## src/rtl/uart_pkg.sv

```systemverilog
// uart_pkg: widths and scheduler state encoding shared by the UART transmit path.
package uart_pkg;
    localparam int UART_DATA_W = 8;
    localparam int GRANT_ID_W = 3;
    typedef enum logic [1:0] {
        SCHED_IDLE   = 2'd0,
        SCHED_LAUNCH = 2'd1,
        SCHED_SEND   = 2'd2,
        SCHED_DRAIN  = 2'd3
    } sched_state_t;
endpackage

```

## src/rtl/uart_rr_arbiter.sv

```systemverilog
// uart_rr_arbiter: combinational first-eligible search starting at rr_ptr with wrap.
module uart_rr_arbiter
    import uart_pkg::*;
#(
    parameter int NUM_REQ = 4
) (
    input  logic [NUM_REQ-1:0]    req,
    input  logic [GRANT_ID_W-1:0] rr_ptr,
    output logic [NUM_REQ-1:0]    grant,
    output logic [GRANT_ID_W-1:0] grant_idx,
    output logic                  any_grant
);
    localparam int IW = (NUM_REQ > 1) ? $clog2(NUM_REQ) : 1;
    logic [IW-1:0] sel;
    // Walk offsets from far to near so the nearest eligible index wins last.
    always_comb begin
        grant = '0;
        grant_idx = '0;
        any_grant = 1'b0;
        sel = '0;
        for (int k = NUM_REQ - 1; k >= 0; k--) begin
            sel = IW'((int'(rr_ptr) + k) % NUM_REQ);
            if (req[sel]) begin
                grant = '0;
                grant[sel] = 1'b1;
                grant_idx = GRANT_ID_W'(sel);
                any_grant = 1'b1;
            end
        end
    end
endmodule

```

## src/rtl/uart_tx_sched.sv

```systemverilog
// uart_tx_sched: round-robin scheduler sharing one uart_tx among NUM_REQ byte sources,
// launching exactly one frame per grant and flagging launches that never see busy.
module uart_tx_sched
    import uart_pkg::*;
#(
    parameter int NUM_REQ        = 4,
    parameter int LAUNCH_TIMEOUT = 4095
) (
    input  logic                           clk,
    input  logic                           reset_n,
    input  logic [NUM_REQ-1:0]             req_valid,
    input  logic [UART_DATA_W*NUM_REQ-1:0] req_data,
    output logic [NUM_REQ-1:0]             req_ready,
    input  logic [NUM_REQ-1:0]             req_mask,
    output logic                           tx_start,
    output logic [UART_DATA_W-1:0]         tx_data,
    input  logic                           tx_busy,
    output logic [GRANT_ID_W-1:0]          grant_id,
    output logic                           frame_done,
    output logic                           timeout_err
);
    localparam int CNT_W = $clog2(LAUNCH_TIMEOUT + 1);
    localparam logic [CNT_W-1:0] CNT_LAST = CNT_W'(LAUNCH_TIMEOUT - 1);
    localparam logic [CNT_W-1:0] CNT_MAX = CNT_W'(LAUNCH_TIMEOUT);

    sched_state_t state, state_nx;
    logic [GRANT_ID_W-1:0] rr_ptr, win_idx;
    logic [NUM_REQ-1:0] win_oh;
    logic [UART_DATA_W-1:0] win_byte;
    logic [CNT_W-1:0] to_cnt;
    logic any_win, grant_now, launch_to;

    uart_rr_arbiter #(.NUM_REQ(NUM_REQ)) u_arb (
        .req       (req_valid & req_mask),
        .rr_ptr    (rr_ptr),
        .grant     (win_oh),
        .grant_idx (win_idx),
        .any_grant (any_win)
    );

    always_comb begin
        win_byte = '0;
        for (int i = 0; i < NUM_REQ; i++)
            win_byte |= req_data[i*UART_DATA_W +: UART_DATA_W] & {UART_DATA_W{win_oh[i]}};
    end

    // tx_start is gated by busy so a still-busy serializer never sees a fresh start.
    always_comb begin
        state_nx = state;
        grant_now = 1'b0;
        tx_start = (state == SCHED_LAUNCH) && !tx_busy;
        launch_to = tx_start && (to_cnt >= CNT_LAST);
        case (state)
            SCHED_IDLE: begin
                grant_now = any_win && !tx_busy;
                state_nx = grant_now ? SCHED_LAUNCH : SCHED_IDLE;
            end
            SCHED_LAUNCH: state_nx = tx_busy ? SCHED_SEND : (launch_to ? SCHED_IDLE : SCHED_LAUNCH);
            SCHED_SEND:   state_nx = tx_busy ? SCHED_SEND : SCHED_IDLE;
            default:      state_nx = SCHED_IDLE;
        endcase
    end

    always_ff @(posedge clk or negedge reset_n) begin
        if (!reset_n) begin
            state <= SCHED_IDLE;
            rr_ptr <= '0;
            req_ready <= '0;
            tx_data <= '0;
            grant_id <= '0;
            frame_done <= 1'b0;
            timeout_err <= 1'b0;
            to_cnt <= '0;
        end else begin
            state <= state_nx;
            req_ready <= grant_now ? win_oh : '0;
            frame_done <= (state == SCHED_SEND) && !tx_busy;
            timeout_err <= timeout_err | launch_to;
            to_cnt <= (state != SCHED_LAUNCH) ? '0 : ((to_cnt == CNT_MAX) ? to_cnt : to_cnt + 1'b1);
            if (grant_now) begin
                tx_data <= win_byte;
                grant_id <= win_idx;
                rr_ptr <= (win_idx == GRANT_ID_W'(NUM_REQ - 1)) ? '0 : win_idx + 1'b1;
            end
        end
    end
endmodule

```

## config.mk

```make
export PLATFORM = sky130hd
export DESIGN_NAME = uart_tx_sched
export DESIGN_NICKNAME = d
export VERILOG_FILES = /design/src/rtl/uart_pkg.sv /design/src/rtl/uart_rr_arbiter.sv /design/src/rtl/uart_tx_sched.sv
export SDC_FILE = /design/constraint.sdc
export NUM_CORES = 1
export LEC_CHECK = 0
export BUFFER_PORTS_ARGS = -buffer_cell sky130_fd_sc_hd__buf_2
export CAP_MARGIN = 5
export CELL_PAD_IN_SITES_DETAIL_PLACEMENT = 0
export CELL_PAD_IN_SITES_GLOBAL_PLACEMENT = 1
export CORE_MARGIN = 8
export CORE_UTILIZATION = 35
export DETAILED_ROUTE_END_ITERATION = 16
export GPL_ROUTABILITY_DRIVEN = 0
export PLACE_DENSITY = 0.85
export SLEW_MARGIN = 20
export SYNTH_ARGS = -nofsm -noshare
export SYNTH_HDL_FRONTEND = slang
export SYNTH_SLANG_ARGS = --single-unit
```

## constraint.sdc

```tcl
create_clock -name clk -period 2.9 [get_ports clk]
set_input_delay 0.145 -clock clk [delete_from_list [all_inputs] [get_ports clk]]
set_output_delay 0.145 -clock clk [all_outputs]
set_load 0.03 [all_outputs]
```

==> results.cfg, run 1 <==
[timing]
post-route-period-util = 0.919
maxSlewViolCount = 0
fin_crit_ps = 2670
fin_setup_tns_ps = 0
rsz0062_at_grt = no
skew_ps = 3.91
final-hold-violation-count = 0
fmax_mhz = 375
slew_headroom = 0.521
hold_ws_ps = 79.6
setup_violations = 0
tightest_slew_ps = 719

[synth]
ys_seq_area_frac = 0.407
async_reset_ff_frac = 1.00
yosys-top-cells-area = dfrtp_1 (41%), a22oi_1 (6.1%), nor2_1 (5.3%)
yosys.area.top_type = dfrtp_1
syn-num-nets = 253
netlist_instances = 204
synth_edf_count = 0
avgSynthCellArea_um2 = 9.64
ys_types = 46
syn-cell-area_um2 = 1970
synth_top_cell_area_share = 0.407
synth_flop_cell = dfrtp_1
synth_warnings = 0
ys_ff_latch = 32

[critical_path]
critPathArrivalTime_ps = 2820
worstPathRequired_ps = 3060
critPathLaunchType = flop
r2r_cells = 8
cp_num_cells = 8
crit_type = reg -> reg
max_stage_delay_ps = 600
crit_family = simple AND/OR/NAND/NOR gates
cp_num_buf_inv = 1
setup.worst_path.end_class = flop
reg2reg_slack_ps = 230
reg2reg_to = tx_data[5]
worstSetupStartpoint = rr_ptr[1]
critPathMaxFanout = 9
cpMaxStageDelayCell = or4_4
timing.rr.start = rr_ptr[1]
crit_chain = inv_1 > ha_1 > and4b_1 > or4_4 > a211oi_2 > a221oi_4 > a22oi_1 > a31oi_1

[grt]
antenna_found_initial = 0
grt_pass1_wl_mm = 8.58
grt_util_all_layers = 0.122
grt.overflow.total = 0
grt_max_degree = 33
first_global_vias = 1863

[final_layout]
nets = 317
area_growth_pct = 28.1
final_common_cell = buf_2
antennaDiodeCount = 0
fill_cells = 547
drive_gt1_frac = 0.335
final_cell_mix = buf_2 (59), dfrtp_1 (32), nor2_1 (28), a22oi_1 (16), nand2_1 (12)

[routing]
firstDrtPassIters = 4
drc_errors = 0
vias = 1813
drtAntennaViolNets = 0
detail_route.iter0.violations = 86
wl_per_cell_um = 15.0
wl_mm = 5.11
via_per_inst = 5.32

[min_path]
min_delay_path_depth = 2
hp-class = in -> reg
hold_start = tx_busy
whs_endpoint = state[0]

[die]
die_area_um2 = 8270
core_region_area_um2 = 5470
ioPinCount = 61
dieWidth_um = 90.9
num_rows = 27
initial_utilization = 0.359
die_y_um = 90.9

[place]
port_buffers = 59
dp_hpwl_mm = 3.72

[cts]
root_buffer = clkbuf_8
clock_latency_ps = 280
cts.sinks = 32
clockBufferDepth = 2
cts_tree = done
cts_buffers = 5
postCtsSetupRepairBufs = 0
htreeDepth = 2
clkTransAtPathRegs_ps = 80

[pwr]
p_per_area_nw_per_um2 = 1000
ir_drop_mv = 0.467
p_leak_nw = 1.12

[run_status]
status = complete, no violations

[job]
max_cap_violations = 0
[final cells by class]
class                           count  area (um2)  area share
Sequential cell                    32         801       0.318
Tap cell                           72        90.1      0.0358
Timing Repair Buffer               64         335       0.133
Clock inverter                      3        18.8     0.00745
Inverter                            8        30.0      0.0119
Clock buffer                        5        68.8      0.0273
Multi-Input combinational cell    157        1170       0.466
[through the flow]
stage	instance area, um2	total power, mW	cells	util	worst slack [ps]
6_report	2520	2.52	341	0.460	235
5_1_grt	2520	2.72	341	0.460	63.5
4_1_cts	2450	2.39	341	0.448	139
3_5_place_dp	2350	2.03	332	0.430	175
3_3_place_gp	2350	2.01	332	0.430	254
2_1_floorplan	1970	1.67	204	-	230
[cell usage after synthesis, types with 4 or more instances]
library cell and number:
dfrtp_1 32, a211oi_1 5, o21ai_0 4, a22oi_1 16, a31oi_1 9, nor3_1 8, xor2_1 6, inv_1 8
ha_1 6, nand2_1 12, nand4_1 6, and2_1 6, a221oi_2 4, nor2_1 28, nand3_1 10
[repair_timing]
item	CTS	global route
setup endpoints to repair	0	8
resized for setup	0	9
hold buffers	1	0
endpoints found under the hold margin	32	0
[flip-flops by register name, indices dropped and copies added (netlist names)]
signal	count
timeout_err	1
to_cnt	12
grant_id	2
frame_done	1
tx_data	8
req_ready	4
rr_ptr	2
state	2
[metal layers]
| layer | global-route usage | up-vias | wire (um) |
|---|---|---|---|
| met4 | 0.0477 | 0 | 95 |
| met5 | 0 | - | 0 |
| met3 | 0.0329 | 8 | 305 |
| met1 | 0.160 | 848 | 2390 |
| li1 | - | 895 | - |
| met2 | 0.187 | 62 | 2310 |
[worst reg2reg max path, delay by kind of cell (launching register included)]
kind,cells,cell delay (ps)
DFF,1,350
adders and majority gates,1,420
and+or+nand+nor,2,850
AOI/OAI and AO/OA,4,800
buffers and inverters,1,110
[power breakdown]
part	switching, mW	total [mW]	leakage (nW)	internal [mW]
registers	0.0662	0.626	0.411	0.560
logic	0.945	1.54	0.659	0.599
clock network	0.183	0.350	0.0479	0.167
total	1.19	2.52	1.12	1.33
[how the worst max path moves through the flow]
stage	end	slack, ps
5_1_grt	tx_data[3]	60
4_1_cts	tx_data[3]	140
2_1_floorplan	tx_data[3]	230
3_5_place_dp	tx_data[3]	170
6_report	tx_data[5]	230
3_3_place_gp	tx_data[3]	250
[cell families (layout without fill, tap and decap cells)]
logic type / after synthesis / count (layout) / share of synthesized area
adders and majority gates: 6 / 6 / 0.0382
muxes: 4 / 4 / 0.0477
and+or+nand+nor: 84 / 84 / 0.219
DFF: 32 / 32 / 0.407
xor gates and xnor gates: 9 / 9 / 0.0401
AOI/OAI and AO/OA: 53 / 53 / 0.207
buffers and inverters: 15 / 80 / 0.0388
other: 1 / 1 / 0.00191
Note: power is estimated with default switching activity, not from simulation.
==> run 2: changes to the inputs <==
==> constraint.sdc (replaced) <==
create_clock -name clk -period 2.9 [get_ports clk]
set_input_delay 0.435 -clock clk [delete_from_list [all_inputs] [get_ports clk]]
set_output_delay 0.435 -clock clk [all_outputs]
set_load 0.03 [all_outputs]
==> results.cfg, run 2 (synthesis results as in run 1) <==
[run_status]
status = complete, no violations

[final_layout]
nets = 316
largest_register_ff_count = 12
final_common_cell = buf_2
largest_register = to_cnt
stdcell_area_um2 = 2510
ff_latch_area_um2 = 801
fill_cells = 548
drive_gt1_frac = 0.336
reg_top3 = to_cnt x12, tx_data x8, req_ready x4
final_cell_mix = buf_2 (59), dfrtp_1 (32), nor2_1 (28), a22oi_1 (16), nand2_1 (12)
multiInputGateArea_um2 = 1170
area_growth_pct = 27.6
antennaDiodeCount = 0

[critical_path]
worstPathRequired_ps = 3060
crit_type = reg -> reg
critPathLaunchType = flop
max_stage_delay_ps = 600
r2r_cells = 8
critPathArrivalTime_ps = 2820
crit_chain = inv_1 > ha_1 > and4b_1 > or4_4 > a211oi_2 > a221oi_4 > a22oi_1 > a31oi_1
cpMaxStageDelayCell = or4_4
setup.worst_path.end_class = flop
critPathMaxFanout = 9

[cts]
cts.sinks = 32
clock_latency_ps = 280
cts_tree = done
postCtsSetupRepairBufs = 0
clkTransAtPathRegs_ps = 70
htreeDepth = 2
clockBufferDepth = 2
root_buffer = clkbuf_8
cts_buffers = 5
cts_resized = 0
cts_hold_buffers = 0

[grt]
first_global_vias = 1860
grt_max_degree = 33
grt_pass1_wl_mm = 8.56
grt_util_met3 = 0.0329
grt_util_met1 = 0.159
grt_util_all_layers = 0.122
gr-usage-met2 = 0.187
antenna_found_initial = 0
top_usage_layer = met2
grt.overflow.total = 0

[pwr]
switchingPower_mw = 1.19
swShare = 0.474
p_int_mw = 1.33
clkPwrFrac = 0.139
p_per_area_nw_per_um2 = 1000
p_seq_frac = 0.249
p_leak_nw = 1.11
ir_drop_mv = 0.467
combPwrFrac = 0.613

[place]
dp_hpwl_mm = 3.72
port_buffers = 59
dpl-instance-area_um2 = 2350

[die]
core_region_area_um2 = 5470
initial_utilization = 0.359
ioPinCount = 61
die_area_um2 = 8270
dieWidth_um = 90.9
num_rows = 27
die_y_um = 90.9

[min_path]
hp-class = in -> async

[routing]
wl_mm = 5.11
wl_per_cell_um = 15.0
vias = 1806
drc_errors = 0
detail_route.iter0.violations = 86
via_per_inst = 5.31
drtAntennaViolNets = 0
firstDrtPassIters = 4

[timing]
skew_ps = 2.94
slew_headroom = 0.520
tightest_slew_ps = 719
fin_crit_ps = 2670
fmax_mhz = 375
maxSlewViolCount = 0
setup_violations = 0
fin_setup_tns_ps = 0
post-route-period-util = 0.920
final-hold-violation-count = 0
rsz0062_at_grt = no

[job]
max_cap_violations = 0
## run 2: cell count changes in the layout (fill, tap and decap cells not counted)
cell	before	now
dlygate4sd3_1	1	0
## run 2: path summary, 6_finish.rpt
check | startpoint | slack [ps] | end
setup / recovery | rr_ptr[1] | 230 | tx_data[5]
hold reg to reg | timeout_err | 460 | timeout_err
max in group asynchronous | reset_n | 2240 | to_cnt[5]
min in group clk | tx_busy | 370 | state[0]
hold / removal | reset_n | 200 | to_cnt[7]
setup reg to reg | rr_ptr[1] | 230 | tx_data[5]
## run 2: worst max-delay path: cells and delay by family (launching register included)
kind,cells,cell delay (ps)
adder cells (fa/ha/maj),1,420
flip-flops,1,360
AND/OR/NAND/NOR,2,850
buffers and inverters,1,110
AO/OA/AOI/OAI,4,790
## run 2: cell type report
| class | instances | share of cell area |
|---|---|---|
| flip-flops and latches | 32 | 0.319 |
| inverters | 8 | 0.0120 |
| well taps | 72 | 0.0359 |
| clock buffers | 5 | 0.0274 |
| clock inverters | 3 | 0.00748 |
| repair buffers | 63 | 0.130 |
| multi-input cells | 157 | 0.468 |
## run 2: stage by stage
step | hold slack [ps] | utilization | worst slack, ps | power (mW) | std cells
5_1_grt | 250 | 0.458 | 63.5 | 2.72 | 340
4_1_cts | 231 | 0.446 | 139 | 2.39 | 340
6_report | 201 | 0.458 | 233 | 2.52 | 340
2_1_floorplan | 139 | - | 230 | 1.67 | 204
3_5_place_dp | 445 | 0.430 | 175 | 2.03 | 332
3_3_place_gp | 436 | 0.430 | 254 | 2.01 | 332
## run 2: power by group through the flow
stage | Combinational (mW) | Clock, mW | Sequential (mW)
final | 1.54 | 0.349 | 0.627
after detailed placement | 1.40 | 0 | 0.632
after floorplan | 0.866 | 0 | 0.809
after CTS | 1.40 | 0.361 | 0.627
after global placement | 1.38 | 0 | 0.628
after global routing | 1.70 | 0.379 | 0.642
## run 2: per-layer routing
| metal | vias up | share of wire | wire (um) |
|---|---|---|---|
| met5 | - | 0 | 0 |
| met1 | 847 | 0.46 | 2370 |
| met2 | 61 | 0.46 | 2330 |
| met4 | 0 | 0.016 | 82 |
| li1 | 892 | - | - |
| met3 | 6 | 0.063 | 324 |
==> run 3: changes to the inputs <==
- PLACE_DENSITY: 0.85 -> 0.83
- SYNTH_HIERARCHICAL: unset -> 1
==> results.cfg, run 3 <==
[timing]
setup_slack_ps = 527
rsz0062_at_grt = no
setup_violations = 0
tightest_slew_ps = 765
skew_ps = 9.10
post-route-period-util = 0.818
fmax_mhz = 421
hold_ws_ps = 214
final-hold-violation-count = 0
fin_setup_tns_ps = 0
slew_headroom = 0.489
maxSlewViolCount = 0
fin_crit_ps = 2370

[critical_path]
crit_chain = inv_1 > ha_1 > or3b_2 > nand3_1 > nand4_1 > a31oi_1 > buf_4 > a22oi_1 > a31oi_1
timing.rr.start = rr_ptr[0]
r2r_cells = 9
reg2reg_slack_ps = 530
reg2reg_to = tx_data[1]
max_stage_delay_ps = 480
setup.worst_path.end_class = flop
cp_common_cell = a31oi_1
crit_type = reg -> reg
worstSetupStartpoint = rr_ptr[0]
critPathLaunchType = flop
cpMaxStageDelayCell = or3b_2
worstPathRequired_ps = 3110
critPathArrivalTime_ps = 2580
critPathMaxFanout = 11

[final_layout]
reg_top3 = to_cnt x12, tx_data x8, req_ready x4
largest_register_ff_count = 12
antennaDiodeCount = 0
stdcell_area_um2 = 2690
nets = 345
final_common_cell = buf_2
fin_util = 0.431
drive_gt1_frac = 0.312
final_cell_mix = buf_2 (60), dfrtp_1 (33), nand2_1 (21), a22oi_1 (20), a31oi_1 (18)
area_growth_pct = 21.7
largest_register = to_cnt

[grt]
grt_util_met3 = 0.0299
grt_max_degree = 34
grt.overflow.total = 0
grt_util_all_layers = 0.123
gr-usage-met2 = 0.216
first_global_vias = 1937
grt_util_met1 = 0.145
antenna_found_initial = 0
top_usage_layer = met2
grt_pass1_wl_mm = 9.05

[synth]
synth_warnings = 6
syn-cell-area_um2 = 2210
syn-num-nets = 286
netlist_instances = 232
avgSynthCellArea_um2 = 9.54

[cts]
cts_buffers = 5
clkTransAtPathRegs_ps = 80
cts_resized = 0
clock_latency_ps = 290
htreeDepth = 2
cts_tree = done
cts_hold_buffers = 0
postCtsSetupRepairBufs = 0
clockBufferDepth = 2
root_buffer = clkbuf_8
cts.sinks = 33

[die]
core_region_area_um2 = 6240
dieWidth_um = 95.5
die_y_um = 95.5
initial_utilization = 0.354
die_area_um2 = 9120
num_rows = 29
ioPinCount = 61

[routing]
detail_route.iter0.violations = 65
drtAntennaViolNets = 0
firstDrtPassIters = 4
wl_per_cell_um = 14.8
wl_mm = 5.47
vias = 1967
drc_errors = 0
via_per_inst = 5.33

[pwr]
ir_drop_mv = 0.425
p_per_area_nw_per_um2 = 898
p_leak_nw = 1.22

[min_path]
hp-class = in -> async

[run_status]
status = complete, no violations

[place]
dp_hpwl_mm = 4.17
dpl-instance-area_um2 = 2580
port_buffers = 60
place_ws_ps = 535

[job]
max_cap_violations = 0
==> run 3: how the worst max path moves through the flow <==
stage | cells after the start | end | slack (ps)
6_report | 9 | tx_data[1] | 530
5_1_grt | 9 | tx_data[4] | 280
4_1_cts | 9 | tx_data[1] | 520
3_5_place_dp | 9 | tx_data[1] | 540
3_3_place_gp | 9 | rr_ptr[0] | 580
2_1_floorplan | 11 | tx_data[6] | 270
==> run 3: final cells by class <==
| type | instances | area (um2) |
|---|---|---|
| clock inverters | 3 | 46.3 |
| flip-flops and latches | 33 | 826 |
| repair buffers | 67 | 353 |
| inverters | 4 | 15.0 |
| fillers | 634 | 3550 |
| clock buffers | 5 | 68.8 |
| well taps | 77 | 96.3 |
| multi-input cells | 180 | 1290 |
==> run 3: power breakdown <==
part	total [mW]	internal [mW]	switching, mW
Clock	0.440	0.257	0.183
Combinational	1.32	0.508	0.816
Sequential	0.651	0.577	0.0743
Total	2.42	1.34	1.07
==> run 3: routing by layer <==
metal	wire length, um	part of all wire
met4	25	0.0046
met1	2340	0.43
met3	225	0.041
met2	2880	0.53
met5	0	0
==> run 3: critical path: cells and delay by family (launching register included) <==
family,cells,cell delay (ps)
flip-flops,1,380
AND/OR/NAND/NOR,3,770
buffers and inverters,2,350
adder cells (fa/ha/maj),1,370
AO/OA/AOI/OAI,3,440
==> run 3: stage by stage <==
stage	cells	power, mW
CTS	369	2.44
detailed placement	361	1.99
finish	369	2.42
global placement	361	1.97
floorplan	232	1.63
global route	369	2.62
